### src/rtl/regfile_bus_pkg.sv
// Shared types and constants for the two-master regfile bus arbiter.
package regfile_bus_pkg;

  typedef enum logic [1:0] {
    StIdle,
    StAccess,
    StHold,
    StResp
  } state_e;

  localparam int unsigned DEF_DATA_WIDTH = 32;
  localparam int unsigned DEF_ADDR_WIDTH = 32;

  localparam logic M0 = 1'b0;
  localparam logic M1 = 1'b1;

  // Cycles from the IDLE sample to the ack, and cycles per complete transaction.
  localparam int unsigned ACK_LATENCY = 3;
  localparam int unsigned SLOT_CYCLES = 4;

endpackage

### src/rtl/regfile_bus_arb_rr_arb2.sv
// Two-input round-robin picker: combinational choice plus the last-grant register.
module rr_arb2
  import regfile_bus_pkg::*;
(
  input  logic       clk,
  input  logic       reset,
  input  logic [1:0] req,
  input  logic       update,
  input  logic       grant_idx,
  output logic       valid,
  output logic       pick
);

  logic last_q, last_d;

  always_comb begin
    valid = |req;
    // Under contention the master that did not win last time goes first.
    if (req == 2'b11) begin
      pick = ~last_q;
    end else begin
      pick = req[1];
    end
    last_d = update ? grant_idx : last_q;
  end

  always_ff @(posedge clk) begin
    if (reset) begin
      last_q <= M1;
    end else begin
      last_q <= last_d;
    end
  end

endmodule

### src/rtl/regfile_bus_arb.sv
// Arbitrates two req/ack masters onto the regfile bus with the ACCESS/HOLD/RESP sequence.
module regfile_bus_arb
  import regfile_bus_pkg::*;
#(
  parameter int unsigned DATA_WIDTH = DEF_DATA_WIDTH,
  parameter int unsigned ADDR_WIDTH = DEF_ADDR_WIDTH
) (
  input  logic                  clk,
  input  logic                  reset,
  input  logic                  m0_req,
  input  logic                  m0_we,
  input  logic [ADDR_WIDTH-1:0] m0_addr,
  input  logic [DATA_WIDTH-1:0] m0_wdata,
  output logic                  m0_ack,
  output logic [DATA_WIDTH-1:0] m0_rdata,
  input  logic                  m1_req,
  input  logic                  m1_we,
  input  logic [ADDR_WIDTH-1:0] m1_addr,
  input  logic [DATA_WIDTH-1:0] m1_wdata,
  output logic                  m1_ack,
  output logic [DATA_WIDTH-1:0] m1_rdata,
  output logic                  reg_en,
  output logic                  reg_we,
  output logic [ADDR_WIDTH-1:0] reg_addr,
  output logic [DATA_WIDTH-1:0] reg_wdata,
  input  logic [DATA_WIDTH-1:0] reg_rdata,
  output logic                  arb_busy,
  output logic                  arb_owner
);

  state_e                  state_q, state_d;
  logic                    cmd_we_q, cmd_we_d;
  logic [ADDR_WIDTH-1:0]   cmd_addr_q, cmd_addr_d;
  logic [DATA_WIDTH-1:0]   cmd_wdata_q, cmd_wdata_d;
  logic [DATA_WIDTH-1:0]   rdata_q, rdata_d;
  logic                    owner_q, owner_d;
  logic                    reg_en_q, reg_en_d, reg_we_q, reg_we_d;
  logic [ADDR_WIDTH-1:0]   reg_addr_q, reg_addr_d;
  logic [DATA_WIDTH-1:0]   reg_wdata_q, reg_wdata_d;
  logic                    m0_ack_q, m0_ack_d, m1_ack_q, m1_ack_d;
  logic [DATA_WIDTH-1:0]   m0_rdata_q, m0_rdata_d, m1_rdata_q, m1_rdata_d;
  logic                    busy_q, busy_d;

  logic                    arb_valid, arb_pick, arb_update;
  logic                    win_we;
  logic [ADDR_WIDTH-1:0]   win_addr;
  logic [DATA_WIDTH-1:0]   win_wdata;
  logic [DATA_WIDTH-1:0]   resp_data;

  rr_arb2 u_arb (
    .clk       (clk),
    .reset     (reset),
    .req       ({m1_req, m0_req}),
    .update    (arb_update),
    .grant_idx (owner_q),
    .valid     (arb_valid),
    .pick      (arb_pick)
  );

  assign win_we    = arb_pick ? m1_we    : m0_we;
  assign win_addr  = arb_pick ? m1_addr  : m0_addr;
  assign win_wdata = arb_pick ? m1_wdata : m0_wdata;
  assign resp_data = cmd_we_q ? '0 : rdata_q;

  // Outputs are computed for the state being entered so they appear registered.
  always_comb begin
    state_d     = state_q;
    cmd_we_d    = cmd_we_q;
    cmd_addr_d  = cmd_addr_q;
    cmd_wdata_d = cmd_wdata_q;
    rdata_d     = rdata_q;
    owner_d     = owner_q;
    reg_en_d    = 1'b0;
    reg_we_d    = 1'b0;
    reg_addr_d  = '0;
    reg_wdata_d = '0;
    m0_ack_d    = 1'b0;
    m1_ack_d    = 1'b0;
    m0_rdata_d  = '0;
    m1_rdata_d  = '0;
    arb_update  = 1'b0;

    unique case (state_q)
      StIdle: begin
        if (arb_valid) begin
          state_d     = StAccess;
          owner_d     = arb_pick;
          cmd_we_d    = win_we;
          cmd_addr_d  = win_addr;
          cmd_wdata_d = win_wdata;
          reg_en_d    = 1'b1;
          reg_we_d    = win_we;
          reg_addr_d  = win_addr;
          reg_wdata_d = win_wdata;
        end
      end
      StAccess: begin
        state_d = StHold;
        if (!cmd_we_q) begin
          rdata_d = reg_rdata;
        end
        // Address and data stay up for the regfile's delayed write strobe.
        reg_addr_d  = cmd_addr_q;
        reg_wdata_d = cmd_wdata_q;
      end
      StHold: begin
        state_d = StResp;
        if (owner_q == M1) begin
          m1_ack_d   = 1'b1;
          m1_rdata_d = resp_data;
        end else begin
          m0_ack_d   = 1'b1;
          m0_rdata_d = resp_data;
        end
      end
      StResp: begin
        state_d    = StIdle;
        arb_update = 1'b1;
      end
      default: state_d = StIdle;
    endcase

    busy_d = (state_d != StIdle);
  end

  always_ff @(posedge clk) begin
    if (reset) begin
      state_q     <= StIdle;
      cmd_we_q    <= 1'b0;
      cmd_addr_q  <= '0;
      cmd_wdata_q <= '0;
      rdata_q     <= '0;
      owner_q     <= 1'b0;
      reg_en_q    <= 1'b0;
      reg_we_q    <= 1'b0;
      reg_addr_q  <= '0;
      reg_wdata_q <= '0;
      m0_ack_q    <= 1'b0;
      m1_ack_q    <= 1'b0;
      m0_rdata_q  <= '0;
      m1_rdata_q  <= '0;
      busy_q      <= 1'b0;
    end else begin
      state_q     <= state_d;
      cmd_we_q    <= cmd_we_d;
      cmd_addr_q  <= cmd_addr_d;
      cmd_wdata_q <= cmd_wdata_d;
      rdata_q     <= rdata_d;
      owner_q     <= owner_d;
      reg_en_q    <= reg_en_d;
      reg_we_q    <= reg_we_d;
      reg_addr_q  <= reg_addr_d;
      reg_wdata_q <= reg_wdata_d;
      m0_ack_q    <= m0_ack_d;
      m1_ack_q    <= m1_ack_d;
      m0_rdata_q  <= m0_rdata_d;
      m1_rdata_q  <= m1_rdata_d;
      busy_q      <= busy_d;
    end
  end

  assign reg_en    = reg_en_q;
  assign reg_we    = reg_we_q;
  assign reg_addr  = reg_addr_q;
  assign reg_wdata = reg_wdata_q;
  assign m0_ack    = m0_ack_q;
  assign m1_ack    = m1_ack_q;
  assign m0_rdata  = m0_rdata_q;
  assign m1_rdata  = m1_rdata_q;
  assign arb_busy  = busy_q;
  assign arb_owner = owner_q;

endmodule

### config.mk
export PLATFORM = sky130hd
export DESIGN_NAME = regfile_bus_arb
export DESIGN_NICKNAME = d
export VERILOG_FILES = /design/src/rtl/regfile_bus_pkg.sv /design/src/rtl/regfile_bus_arb_rr_arb2.sv /design/src/rtl/regfile_bus_arb.sv
export SDC_FILE = /design/constraint.sdc
export NUM_CORES = 1
export LEC_CHECK = 0
export CAP_MARGIN = 20
export CORE_MARGIN = 2
export CORE_UTILIZATION = 42
export CTS_BUF_LIST = sky130_fd_sc_hd__clkbuf_8
export DETAILED_ROUTE_END_ITERATION = 7
export PLACE_DENSITY = 0.85
export SLEW_MARGIN = 20
export SYNTH_ARGS = -nofsm -noshare
export SYNTH_HDL_FRONTEND = slang
export SYNTH_SLANG_ARGS = --single-unit
### constraint.sdc
create_clock -name clk -period 1.5 [get_ports clk]
set_input_delay 0.3 -clock clk [delete_from_list [all_inputs] [get_ports clk]]
set_output_delay 0.3 -clock clk [all_outputs]
set_load 0.05 [all_outputs]
==> impl_results.md <==
- VDD IR max: between 900 and 1000 µV
- Tightest Hold Check Type: in2reg
- Footprint of the multi-input gates: 0.00379 mm²
- Pre-CTS setup slack: -482 ps
- Largest net degree at the start of global routing: 70
- First-pass GRT wire length: 40400 µm
- Setup TNS Final: -281 ps
- CP max stage delay: 330 ps
- Setup violators final: 19
- Clk buf depth: 3
- Fraction of layout cells with a size suffix above 1: between 20% and 30%
- CP Cell Sequence: inv_2 > buf_6 > ha_4 > buf_6 > o21bai_4 > buf_6 > clkbuf_16 > a311oi_1
- Avg Vias per Cell: 5.41
- Cells after synthesis: ~960
- Post-synth top area share: between 50 and 60%
- Post-synth EDFFs: 0
- Worst-Skew Late Latency: approximately 530 ps
- H-tree levels: 2
- Top FF cell, synth: dfxtp_1
- Yosys top cell by area: dfxtp_1
- Dpl cell area: 0.0127 mm²
- RSZ-0062 raised after global routing: yes
- Avg WL per Cell: between 15 and 20 µm
- WP data arrival: slightly below 2000 ps
- Max transition margin: ~70%
- Initial antenna violation count: 0
- Avg Inst Size Synth: about 9 µm²
- IO Pins: 300
- Crit share post-route: 104%
- GP Congestion: ~0.81
- Mapped Area: between 0.008 and 0.009 mm²
- Fillers: ~1400
- CP bufs+invs: 5
- Worst Slack Setup Final: -53.9 ps
- Fraction of registers with async set/reset: 0%
- Most frequent CP cell: buf_6
- Clk root buf: clkbuf_8
- Dpl hpwl: 17600 µm
- CP Class: reg2reg
- Worst path top cell family by delay: buffers and inverters
- Initial Util: 42.7%
- Slowest-stage cell, CP: dfxtp_2
- Clk sinks: between 200 and 250
- Max_cap viols: 0
- GRT Total Usage: between 20% and 30%
- Post-Route WL: between 20000 and 30000 µm
- Slew @ Worst Pin: 443 ps
- PD cells: between 1500 and 2000 mW/mm²
- WP data required: 1910 ps
- Clock skew: around 21 ps
- Util after Layout: slightly above 70%
- Die Width: ~150 µm
- Core Rows: between 50 and 60
- Via count: between 8000 and 9000
- Gr ovfl total: 0
- TritonRoute pass-1 iters: 5
- Pins Over Slew Limit: 0
- Register area share after synthesis: a little over half
- Startpoint types: flop
- Status: complete, but fails checks
- Post-synthesis net count: roughly 1100
- Vias in the first global route: roughly 8200
- CTS Buf Count: 39
- ANT nets after route: 0
- Final hold vios: 0
- Yosys warnings: 0
- CP endpoint kind: flop
- DRC Markers: 0
- Synth top area cells: dfxtp_1 54%, a311oi_1 13%, nand2_1 11%, a21oi_1 5.6%, and2_1 4.6%
- Post-route minimum period: approximately 1600 ps
- Diode count: 0
- Worst-path clk slew: roughly 60 ps
- CTS tree: yes
- Violated checks: negative setup slack
- DIE HEIGHT: 147 µm
- Pleak: 5.65 nW
- Netlist cell types: 31
- CP max FO: 7
- Cts hold-fix bufs: 0
- Area Growth Syn to Fin: 66.9%
- FF/Latch Area: approximately 0.0047 mm²
- Fin area: about 0.014 mm²
- #FFs+latches synth: around 230
- Port buffer count: between 200 and 300
- Tot Pwr: approximately 0.027 W
- Core area: 0.0202 mm²
- DR iter-0 viols: roughly 470
- FMAX: between 600 and 700 MHz
- DIE AREA: roughly 0.022 mm²
- Nets@finish: about 1500
[metal layers]
| metal | share of wire (%) | up-vias | GRT usage, % |
|---|---|---|---|
| li1 | - | 4020 | - |
| met1 | 38 | 4049 | 25.8 |
| met2 | 50 | 442 | 39.9 |
| met3 | 8.6 | 80 | 7.19 |
| met4 | 3.4 | 0 | 9.86 |
| met5 | 0 | - | 0 |
[layout by cell type (no fill, tap or decap), drive strengths merged, types with 4 or more instances in the layout]
cell / count
inv: 13
dfxtp: 234
clkbuf: 61
clkinv: 8
a311oi: 128
clkdlybuf4s50: 164
nand2: 256
ha: 4
buf: 196
and2: 64
a21oi: 97
nor2: 69
[final cells by class]
cell class	count	area share [%]
Inverter	3	0.0782
Tap cell	270	2.34
Sequential cell	234	32.5
Clock buffer	47	4.49
Clock inverter	21	1.04
Multi-Input combinational cell	637	26.3
Timing Repair Buffer	375	33.2
[timing repair]
action,CTS,global route
pin swaps,15,54
buffers inserted,0,10
cloned,1,19
setup endpoints to repair,86,184
gates resized for setup,4,87
[per-stage QoR]
step / hold slack, ps / cells
floorplan: 436 / 956
global placement: 446 / 1489
detailed placement: 454 / 1489
CTS: 32.6 / 1558
global route: 48.9 / 1587
finish: 53.8 / 1587
[path summary, 6_finish.rpt]
| kind | from | to | slack [ps] | depth (start not counted) |
|---|---|---|---|---|
| worst max-delay path | state_q[1] | reg_addr[24] | -50 | 8 |
| worst min-delay path | reset | cmd_wdata_q[25] | 50 | 2 |
| worst max register to register | state_q[1] | reg_addr[24] | -50 | 8 |
| worst min register to register | rdata_q[2] | rdata_q[2] | 460 | 2 |
[registers in the layout, indices dropped and copies added, names as in the netlist, 2 cells and up]
name and cells:
m0_rdata 32, cmd_wdata_q 32, reg_wdata 32, state_q 2, m1_rdata 32, cmd_addr_q 32, rdata_q 32, reg_addr 32
[cells in the mapped netlist, types with 2 or more instances]
master and n:
clkbuf_1 35, buf_2 17, nor2b_1 2, buf_4 11, nand2_1 256, and2_1 64, nor2_1 69, a311oi_1 124
ha_1 4, a21oi_1 97, o21ai_0 2, buf_1 4, dfxtp_1 234, inv_1 3, a311oi_2 4, and2b_1 2
buf_6 14
[kinds of logic (layout without fill, tap and decap cells)]
family	after synthesis	in the layout	synth area share (%)
flops	234	234	54.3
compound gates	234	234	19.7
fa+ha+maj	4	4	0.580
mux	1	1	0.116
buf+inv	85	446	5.77
simple gates	398	398	19.6
[where the power goes]
group          switching, W  total, W  internal [W]
registers          0.000975   0.00854       0.00756
logic               0.00662    0.0123       0.00572
clock network       0.00256   0.00575       0.00320
total                0.0101    0.0266        0.0165
(Power assumes the default switching activity.)
